$ cat src/rtl/mips_runctl_pkg.sv
// Shared definitions for the MIPS program-load / run controller:
// controller state encoding, default geometry and the word-counter width helper.
package mips_runctl_pkg;

  typedef enum logic [2:0] {
    StIdle    = 3'd0,
    StLoad    = 3'd1,
    StRstHold = 3'd2,
    StRun     = 3'd3,
    StDone    = 3'd4
  } run_state_e;

  localparam int unsigned DefImemDepth    = 256;
  localparam int unsigned DefHaltStable   = 4;
  localparam int unsigned DefCpuRstCycles = 2;

  // Counter must hold the value depth itself, hence depth + 1.
  function automatic int unsigned word_cnt_width(input int unsigned depth);
    return $clog2(depth + 1);
  endfunction

endpackage

$ cat src/rtl/mips_pc_halt_det.sv
// PC-stability halt detector: flags a halt when the CPU PC has been unchanged for
// HALT_STABLE consecutive cycle-to-cycle comparisons while enabled. The first enabled
// cycle only primes the previous-PC register so a PC held at 0 by reset is not counted.
module mips_pc_halt_det
  import mips_runctl_pkg::*;
#(
  parameter int unsigned HALT_STABLE = DefHaltStable
) (
  input  logic        CLK,
  input  logic        RST_N,
  input  logic        enable,
  input  logic [31:0] cpu_pc,
  output logic        halt
);

  logic [31:0] prev_pc_q;
  logic        prev_vld_q;
  logic [3:0]  stable_q, stable_d;
  logic        same;

  assign same = enable && prev_vld_q && (cpu_pc == prev_pc_q);
  // Fires once: the counter saturates past the firing value.
  assign halt = same && (stable_q == 4'(HALT_STABLE - 1));

  // Stable-run counter: cleared on any PC change or while disabled.
  always_comb begin
    stable_d = stable_q;
    if (!same) begin
      stable_d = '0;
    end else if (stable_q != 4'(HALT_STABLE)) begin
      stable_d = stable_q + 4'd1;
    end
  end

  // Previous-PC, valid flag and counter registers.
  always_ff @(posedge CLK or negedge RST_N) begin
    if (!RST_N) begin
      prev_pc_q  <= '0;
      prev_vld_q <= 1'b0;
      stable_q   <= '0;
    end else begin
      prev_pc_q  <= cpu_pc;
      prev_vld_q <= enable;
      stable_q   <= stable_d;
    end
  end

endmodule

$ cat src/rtl/mips_run_ctrl.sv
// Program-load and run controller for SingleCycleClockMIPS. Streams instruction words
// into the CPU IMem over W_Ins/WE with the CPU held in reset, releases it, and ends the
// run on PC halt or cycle budget, capturing the final Result.
// Optional build macro: MIPS_RUNCTL_PC_TRAP_EN adds trap_pc/trapped (PC breakpoint).
module mips_run_ctrl
  import mips_runctl_pkg::*;
#(
  parameter int unsigned IMEM_DEPTH     = DefImemDepth,
  parameter int unsigned CW             = 16,
  parameter int unsigned HALT_STABLE    = DefHaltStable,
  parameter int unsigned CPU_RST_CYCLES = DefCpuRstCycles
) (
  input  logic          CLK,
  input  logic          RST_N,
  input  logic          start,
  input  logic          ld_valid,
  output logic          ld_ready,
  input  logic [31:0]   ld_data,
  input  logic          ld_last,
  input  logic [CW-1:0] max_cycles,
  input  logic [31:0]   cpu_pc,
  input  logic [31:0]   cpu_result,
`ifdef MIPS_RUNCTL_PC_TRAP_EN
  input  logic [31:0]   trap_pc,
  output logic          trapped,
`endif
  output logic          cpu_rst,
  output logic [31:0]   cpu_w_ins,
  output logic          cpu_we,
  output logic          busy,
  output logic          done,
  output logic          timeout,
  output logic [CW-1:0] cycles,
  output logic [31:0]   last_result
);

  localparam int unsigned AW = word_cnt_width(IMEM_DEPTH);
  localparam logic [CW-1:0] CycOne = CW'(1);

  run_state_e    state_q, state_d;
  logic [AW-1:0] word_cnt_q, word_cnt_d;
  logic [3:0]    hold_q, hold_d;
  logic [CW-1:0] max_q, max_d;
  logic [CW-1:0] cycles_q, cycles_d;
  logic          timeout_q, timeout_d;
  logic [31:0]   last_result_q, last_result_d;
  logic [31:0]   w_ins_q, w_ins_d;
  logic          we_q, we_d;
  logic          hs, run, halt, budget, trap_hit;

`ifdef MIPS_RUNCTL_PC_TRAP_EN
  logic trapped_q, trapped_d;
  assign trap_hit = run && (cpu_pc == trap_pc);
  assign trapped  = trapped_q;
`else
  assign trap_hit = 1'b0;
`endif

  assign run      = (state_q == StRun);
  assign ld_ready = (state_q == StLoad) && (word_cnt_q < AW'(IMEM_DEPTH));
  assign hs       = ld_valid && ld_ready;
  // Budget ends the run on the edge that makes cycles equal max_cycles.
  assign budget   = run && (max_q != '0) && (cycles_q == max_q - CycOne);

  mips_pc_halt_det #(
    .HALT_STABLE(HALT_STABLE)
  ) u_halt_det (
    .CLK   (CLK),
    .RST_N (RST_N),
    .enable(run),
    .cpu_pc(cpu_pc),
    .halt  (halt)
  );

  // Next-state and datapath updates for the load/run sequence.
  always_comb begin
    state_d       = state_q;
    word_cnt_d    = word_cnt_q;
    hold_d        = hold_q;
    max_d         = max_q;
    cycles_d      = cycles_q;
    timeout_d     = timeout_q;
    last_result_d = last_result_q;
    w_ins_d       = w_ins_q;
    we_d          = 1'b0;
`ifdef MIPS_RUNCTL_PC_TRAP_EN
    trapped_d     = trapped_q;
`endif
    unique case (state_q)
      StIdle, StDone: begin
        if (start) begin
          state_d    = StLoad;
          word_cnt_d = '0;
          cycles_d   = '0;
          timeout_d  = 1'b0;
          max_d      = max_cycles;
`ifdef MIPS_RUNCTL_PC_TRAP_EN
          trapped_d  = 1'b0;
`endif
        end
      end
      StLoad: begin
        if (hs) begin
          w_ins_d    = ld_data;
          we_d       = 1'b1;
          word_cnt_d = word_cnt_q + AW'(1);
          // The final WE pulse lands in the first hold cycle, still under CPU reset.
          if (ld_last || (word_cnt_q == AW'(IMEM_DEPTH - 1))) begin
            state_d = StRstHold;
            hold_d  = '0;
          end
        end
      end
      StRstHold: begin
        if (hold_q == 4'(CPU_RST_CYCLES - 1)) begin
          state_d = StRun;
        end else begin
          hold_d = hold_q + 4'd1;
        end
      end
      StRun: begin
        if (cycles_q != '1) begin
          cycles_d = cycles_q + CycOne;
        end
        if (trap_hit || halt || budget) begin
          state_d       = StDone;
          last_result_d = cpu_result;
          timeout_d     = budget && !halt && !trap_hit;
`ifdef MIPS_RUNCTL_PC_TRAP_EN
          trapped_d     = trap_hit;
`endif
        end
      end
      default: state_d = StIdle;
    endcase
  end

  // State and datapath registers.
  always_ff @(posedge CLK or negedge RST_N) begin
    if (!RST_N) begin
      state_q       <= StIdle;
      word_cnt_q    <= '0;
      hold_q        <= '0;
      max_q         <= '0;
      cycles_q      <= '0;
      timeout_q     <= 1'b0;
      last_result_q <= '0;
      w_ins_q       <= '0;
      we_q          <= 1'b0;
`ifdef MIPS_RUNCTL_PC_TRAP_EN
      trapped_q     <= 1'b0;
`endif
    end else begin
      state_q       <= state_d;
      word_cnt_q    <= word_cnt_d;
      hold_q        <= hold_d;
      max_q         <= max_d;
      cycles_q      <= cycles_d;
      timeout_q     <= timeout_d;
      last_result_q <= last_result_d;
      w_ins_q       <= w_ins_d;
      we_q          <= we_d;
`ifdef MIPS_RUNCTL_PC_TRAP_EN
      trapped_q     <= trapped_d;
`endif
    end
  end

  assign cpu_rst     = (state_q != StRun);
  assign busy        = (state_q == StLoad) || (state_q == StRstHold) || (state_q == StRun);
  assign done        = (state_q == StDone);
  assign timeout     = timeout_q;
  assign cycles      = cycles_q;
  assign last_result = last_result_q;
  assign cpu_w_ins   = w_ins_q;
  assign cpu_we      = we_q;

endmodule

$ cat config.mk
export PLATFORM = sky130hd
export DESIGN_NAME = mips_run_ctrl
export DESIGN_NICKNAME = d
export VERILOG_FILES = /design/src/rtl/mips_runctl_pkg.sv /design/src/rtl/mips_pc_halt_det.sv /design/src/rtl/mips_run_ctrl.sv
export SDC_FILE = /design/constraint.sdc
export NUM_CORES = 1
export LEC_CHECK = 0
export BUFFER_PORTS_ARGS = -buffer_cell sky130_fd_sc_hd__buf_2
export CORE_MARGIN = 4
export CORE_UTILIZATION = 25
export DETAILED_ROUTE_END_ITERATION = 8
export PLACE_DENSITY_LB_ADDON = 0.08
export SLEW_MARGIN = 10
export SYNTH_ARGS = -nofsm -noshare
export SYNTH_HDL_FRONTEND = slang
export SYNTH_SLANG_ARGS = --single-unit
export TNS_END_PERCENT = 50
$ cat constraint.sdc
create_clock -name CLK -period 4 [get_ports CLK]
set_input_delay 0.2 -clock CLK [delete_from_list [all_inputs] [get_ports CLK]]
set_output_delay 0.2 -clock CLK [all_outputs]
set_load 0.005 [all_outputs]
# Word level (Yosys, flattened, before mapping)
# Index checks and enable logic that the tools add are counted.
# W data, S select, Z words.
# classes
n_addsub,5
n_mul,0
n_div,0
magnitude_cmp,1
n_eq_ne,20
shifts,0
n_mux,23
bitwise,0
reduce_logical,27
# ops
cell,count
$eq A32 B32 Y1,1
$mux W16,2
$pmux W16 S2,1
$mux W4,5
$mux W9,2
$pmux W9 S2,1
$add A16 B1 Y16 const B,1
$eq A16 B16 Y1,1
$ne A16 B16 Y1 const B,1
$reduce_bool A16 Y1,1
$sub A16 B1 Y16 const B,1
$mux W3,5
$pmux W3 S4,1
$ne A2 B2 Y1 const B,5
$add A9 B1 Y9 const B,1
$eq A9 B8 Y1 const B,1
$lt A9 B9 Y1 const B,1
$reduce_and A3 Y1,3
$add A4 B1 Y4 const B,2
$logic_and A1 B1 Y1,8
$pmux W4 S2,1
$eq A3 B2 Y1 const B,2
$ne A2 B1 Y1 const B,3
$reduce_and A2 Y1,3
other kinds (15),23
# word_totals
ff_bits,151
latch_bits,0
ramBits,0
rom_bits,0
out_inout_bits,86
memories,0

# Depth between registers and ports, before layout
# logic_depth
word_depth,8
ltp_mapped,10
mapped_depth_nobuf,9

# Cells and area by module
# From an unflattened synthesis, not the netlist that was laid out.
# hier_totals
hier_cells,654
hier_area_um2,6865.3
# modules_own_cells
mod,n_inst,cells_each,area_per_inst_um2,seq_area_each_um2
mips_run_ctrl,1,545,5422.7,2852.7
mips_pc_halt_det,1,109,1442.6,925.9

# Worst setup path after synthesis
# Ideal clock, no wire load.
# synth_path
kind,register -> register
start,register max_q[4]
end,register last_result_q[11] (netlist: last_result[11])
setup_ns,0.125
t_arrival_ns,3.179
t_required_ns,3.875
slack_ns,0.696
path_stages_with_launch,10
n_path_buf,2
synth_period_minus_slack_ns,3.304
cell_sequence,dfrtp_1 > buf_2 > or3_1 > nor3_1 > mux2_2 > or4_1 > or4_4 > o31ai_4 > buf_6 > mux2_2
# synth_between
elab_chain_cells,5
elab_cells_between_ends,7
classes_between,add/sub: 1; eq/ne: 1; reduce/logical: 5
# synth_lines
item,line_no,text
"start, declared",mips_run_ctrl.sv:43,"logic [CW-1:0] max_q, max_d;"
"start signal, assigned",mips_run_ctrl.sv:157,max_q <= max_d;
$sub A16 B1 Y16 or $reduce_bool A16 Y1 (tied branches),mips_run_ctrl.sv:63,assign budget = run && (max_q != '0) && (cycles_q == max_q - CycOne);
$eq A16 B16 Y1 or $logic_and A1 B1 Y1 (tied branches),mips_run_ctrl.sv:63,
$logic_and A1 B1 Y1 *,mips_run_ctrl.sv:63,
$logic_or A1 B1 Y1 *,mips_run_ctrl.sv:125,if (trap_hit || halt || budget) begin
$reduce_and A2 Y1 (no source line) *,-,
"end signal, assigned",mips_run_ctrl.sv:160,last_result_q <= last_result_d;
"end, declared",mips_run_ctrl.sv:46,"logic [31:0] last_result_q, last_result_d;"
# Every way passes the cells marked *; elsewhere a longest branch is shown, timed or not.
# A chain may end at the register's enable or synchronous reset.

# Final worst setup path
# layout_path
start,register max_q[4]
end,register last_result_q[19] (netlist: last_result[19])
# The elaborated chain is that of the path after synthesis.

==> results.cfg <==
[power_and_ir_drop]
cellPowerDensity_nw_per_um2 = 541
leakagePower_nw = 4.69
p_total_mw = 5.26
max-vdd-ir-drop_uv = 301

[drt]
drt-initial-drc-count = 188
wl_per_cell_um = 14.5
post-route-drc-count = 0
routed_wl_um = 18800
routed-wl-met3_um = 1090
vias_per_cell = 4.35
route.vias.total = 5641
drtAntennaViolNets = 0
highest_layer = met4
wl_met1_um = 8780
drt-pass1-iter-count = 4
met2_wirelength_um = 8720

[synthesis]
synth_fp_nets = 761
ys.flop_type = dfrtp_1
synthDistinctLibCells = 50
synth_most_common_cell = nand2_1
synth_xor_area_frac = 0.0919
synthArstFlopShare = 1.00
synth_compound_area_frac = 0.0433
ys_warn_count = 0
yosys.area_share.adder = 0.0169
synth-seq-area-share = 0.567
synth_area_per_cell_um2 = 10.5
synth_cells = 635
synth_top_area_cell = dfrtp_1
synth_area_um2 = 6670
synth.cells.most_frequent = 158 x nand2_1, 151 x dfrtp_1, 46 x nor2_1, 40 x xor2_1, 34 x mux2_2
synth_top_area_frac = 0.567
synth_edf_count = 0
synthMuxAreaShare = 0.0604
synth.area.top_cells = dfrtp_1 57%, nand2_1 8.9%, mux2_2 5.7%
synth-simple-area-share = 0.195
ys_seq_elements = 151
synth_top_family_by_area = simple AND/OR/NAND/NOR gates

[sta]
fin_setup_tns_ps = 0
min_period_over_period = 0.850
min_period_ps = 3400
maxSlewHeadroom = 0.338
setup_violations = 0
finalClockSkew_ps = 12.1
slew_viol_final = 0
fmax_ghz = 0.294
worstMarginPinSlew_ps = 994
rsz0062_at_grt = no
hold_viol = 0

[worst_setup_path]
r2r_slack_ps = 600
arrival_ps = 3700
end_kind = register
cp_slowest_cell = or4_4
crit_end = last_result[19]
worstPathRequired_ps = 4300
cpMostUsedCell = mux2_2
cp_max_fo = 35
r2r_end = last_result[19]
crit_type = reg -> reg
ff2ff_path_depth = 8
start_kind = register
r2r_start = max_q[4]
cp_cell_sequence = or3_1 -> nor3_1 -> mux2_2 -> or4_1 -> or4_4 -> o31ai_4 -> buf_12 -> mux2_2
crit_path_start = max_q[4]
critical-path-max-stage-delay_ps = 550

[die]
start_util = 0.255
die_h_um = 171
row_count = 59
design.core.area_um2 = 26100
die_area_um2 = 29300
ios = 203
dieWidth_um = 171

[global_routing]
grt_max_degree = 103
antenna_found_initial = 0
grt_first_pass_wirelength_um = 30700
grtUsageTotal = 0.130
gr-total-overflow = 0
grt_pass1_vias = 5949

[clocking]
cts_root_buf = clkbuf_16
cts_max_level = 4
insertion_delay_ps = 420
post_cts_buffers = 0
clockBufferDepth = 2
cts_made_buffers = 17
cts_hold_buf = 107
cts_sinks = 151
path_clk_slew_ps = 70
ctsResizeCount = 0
cts_tree = yes

[final_layout]
antenna_cells = 0
finalNetCount = 1076
syn_to_final_growth_pct = 45.8
drive_gt1_frac = 0.293

[run]
cap_violations = 0

[placement]
place.gp.congestion = 0.811
io_buffers = 202
place_hpwl_um = 13300

[min_path]
hp-class = in -> reg

[outcome]
outcome = completed
-- layout by cell type (no fill, tap or decap), types with 3 or more instances in the layout --
| cell type | count |
|---|---|
| and4_1 | 4 |
| nand3b_1 | 3 |
| buf_4 | 6 |
| xnor2_1 | 30 |
| or3_1 | 3 |
| ha_1 | 9 |
| dlygate4sd3_1 | 107 |
| dfrtp_1 | 151 |
| inv_1 | 16 |
| xor2_1 | 40 |
| inv_8 | 4 |
| mux2_2 | 34 |
| buf_2 | 201 |
| inv_6 | 6 |
| nand3_1 | 19 |
| and3_1 | 3 |
| nand2_1 | 158 |
| nor2_1 | 46 |
| nor3b_1 | 3 |
| a21oi_1 | 9 |
| nor3_1 | 13 |
| nand4_1 | 10 |
| nand2b_1 | 5 |
| clkbuf_16 | 17 |
| nor4_1 | 11 |
| o21ai_0 | 14 |
-- stage by stage --
stage / util / area [µm²] / setup WS [ps] / hold WS [ps] / instances
CTS: 0.372 / 9720 / 571 / 1.28 / 1298
finish: 0.372 / 9720 / 601 / 24.6 / 1298
global route: 0.372 / 9720 / 437 / 1.63 / 1298
global placement: 0.309 / 8070 / 642 / 334 / 1159
floorplan: - / 6670 / 696 / -95.6 / 635
detailed placement: 0.309 / 8070 / 580 / 334 / 1159
-- final cells by class --
class                   instances  area (µm²)
clock buffers                  17         425
clock inverters                15         158
repair buffers                316        2150
inverters                      17        63.8
multi-input cells             447        2720
fillers                      2626       16400
well taps                     335         419
flip-flops and latches        151        3780
-- worst min-delay path by stage --
stage	startpoint	to	cells after the start
6_report	cpu_result[21]	last_result[21]	2
2_1_floorplan	RST_N	cpu_w_ins[0]	0
3_5_place_dp	cpu_pc[16]	u_halt_det.prev_pc_q[16]	1
5_1_grt	cpu_result[21]	last_result[21]	2
4_1_cts	cpu_result[15]	last_result[15]	2
3_3_place_gp	cpu_pc[20]	u_halt_det.prev_pc_q[20]	1
-- flip-flops by register name, summed over array words and instances (netlist names), 4 cells and up --
name	count
u_halt_det.stable_q	4
max_q	16
last_result	32
hold_q	4
cpu_w_ins	32
cycles	16
word_cnt_q	9
u_halt_det.prev_pc_q	32
-- kinds of logic (layout without fill, tap and decap cells) --
logic type | after synthesis | in the layout
XOR/XNOR | 70 | 70
multiplexers | 36 | 36
AND/OR/NAND/NOR | 289 | 289
adder cells (fa/ha/maj) | 9 | 9
AO/OA/AOI/OAI | 43 | 43
buffers and inverters | 37 | 365
flip-flops | 151 | 151
-- worst max-delay path: cells and delay by family, from the launching register on --
family | cells | cell delay [ps]
AO/OA/AOI/OAI | 1 | 230
buffers and inverters | 1 | 260
flip-flops | 1 | 480
multiplexers | 2 | 720
AND/OR/NAND/NOR | 4 | 1580
-- metal layers --
metal	vias to the layer above	global-route usage
met5	-	0
met4	0	0.0372
met3	13	0.0338
met2	139	0.214
met1	2744	0.170
li1	2745	-
-- power breakdown --
| group | total, mW | leakage [nW] | switching (mW) | internal (mW) |
|---|---|---|---|---|
| Sequential | 2.23 | 1.87 | 0.347 | 1.88 |
| Combinational | 1.41 | 2.53 | 0.723 | 0.690 |
| Clock | 1.62 | 0.287 | 0.737 | 0.887 |
(Power assumes the default switching activity.)
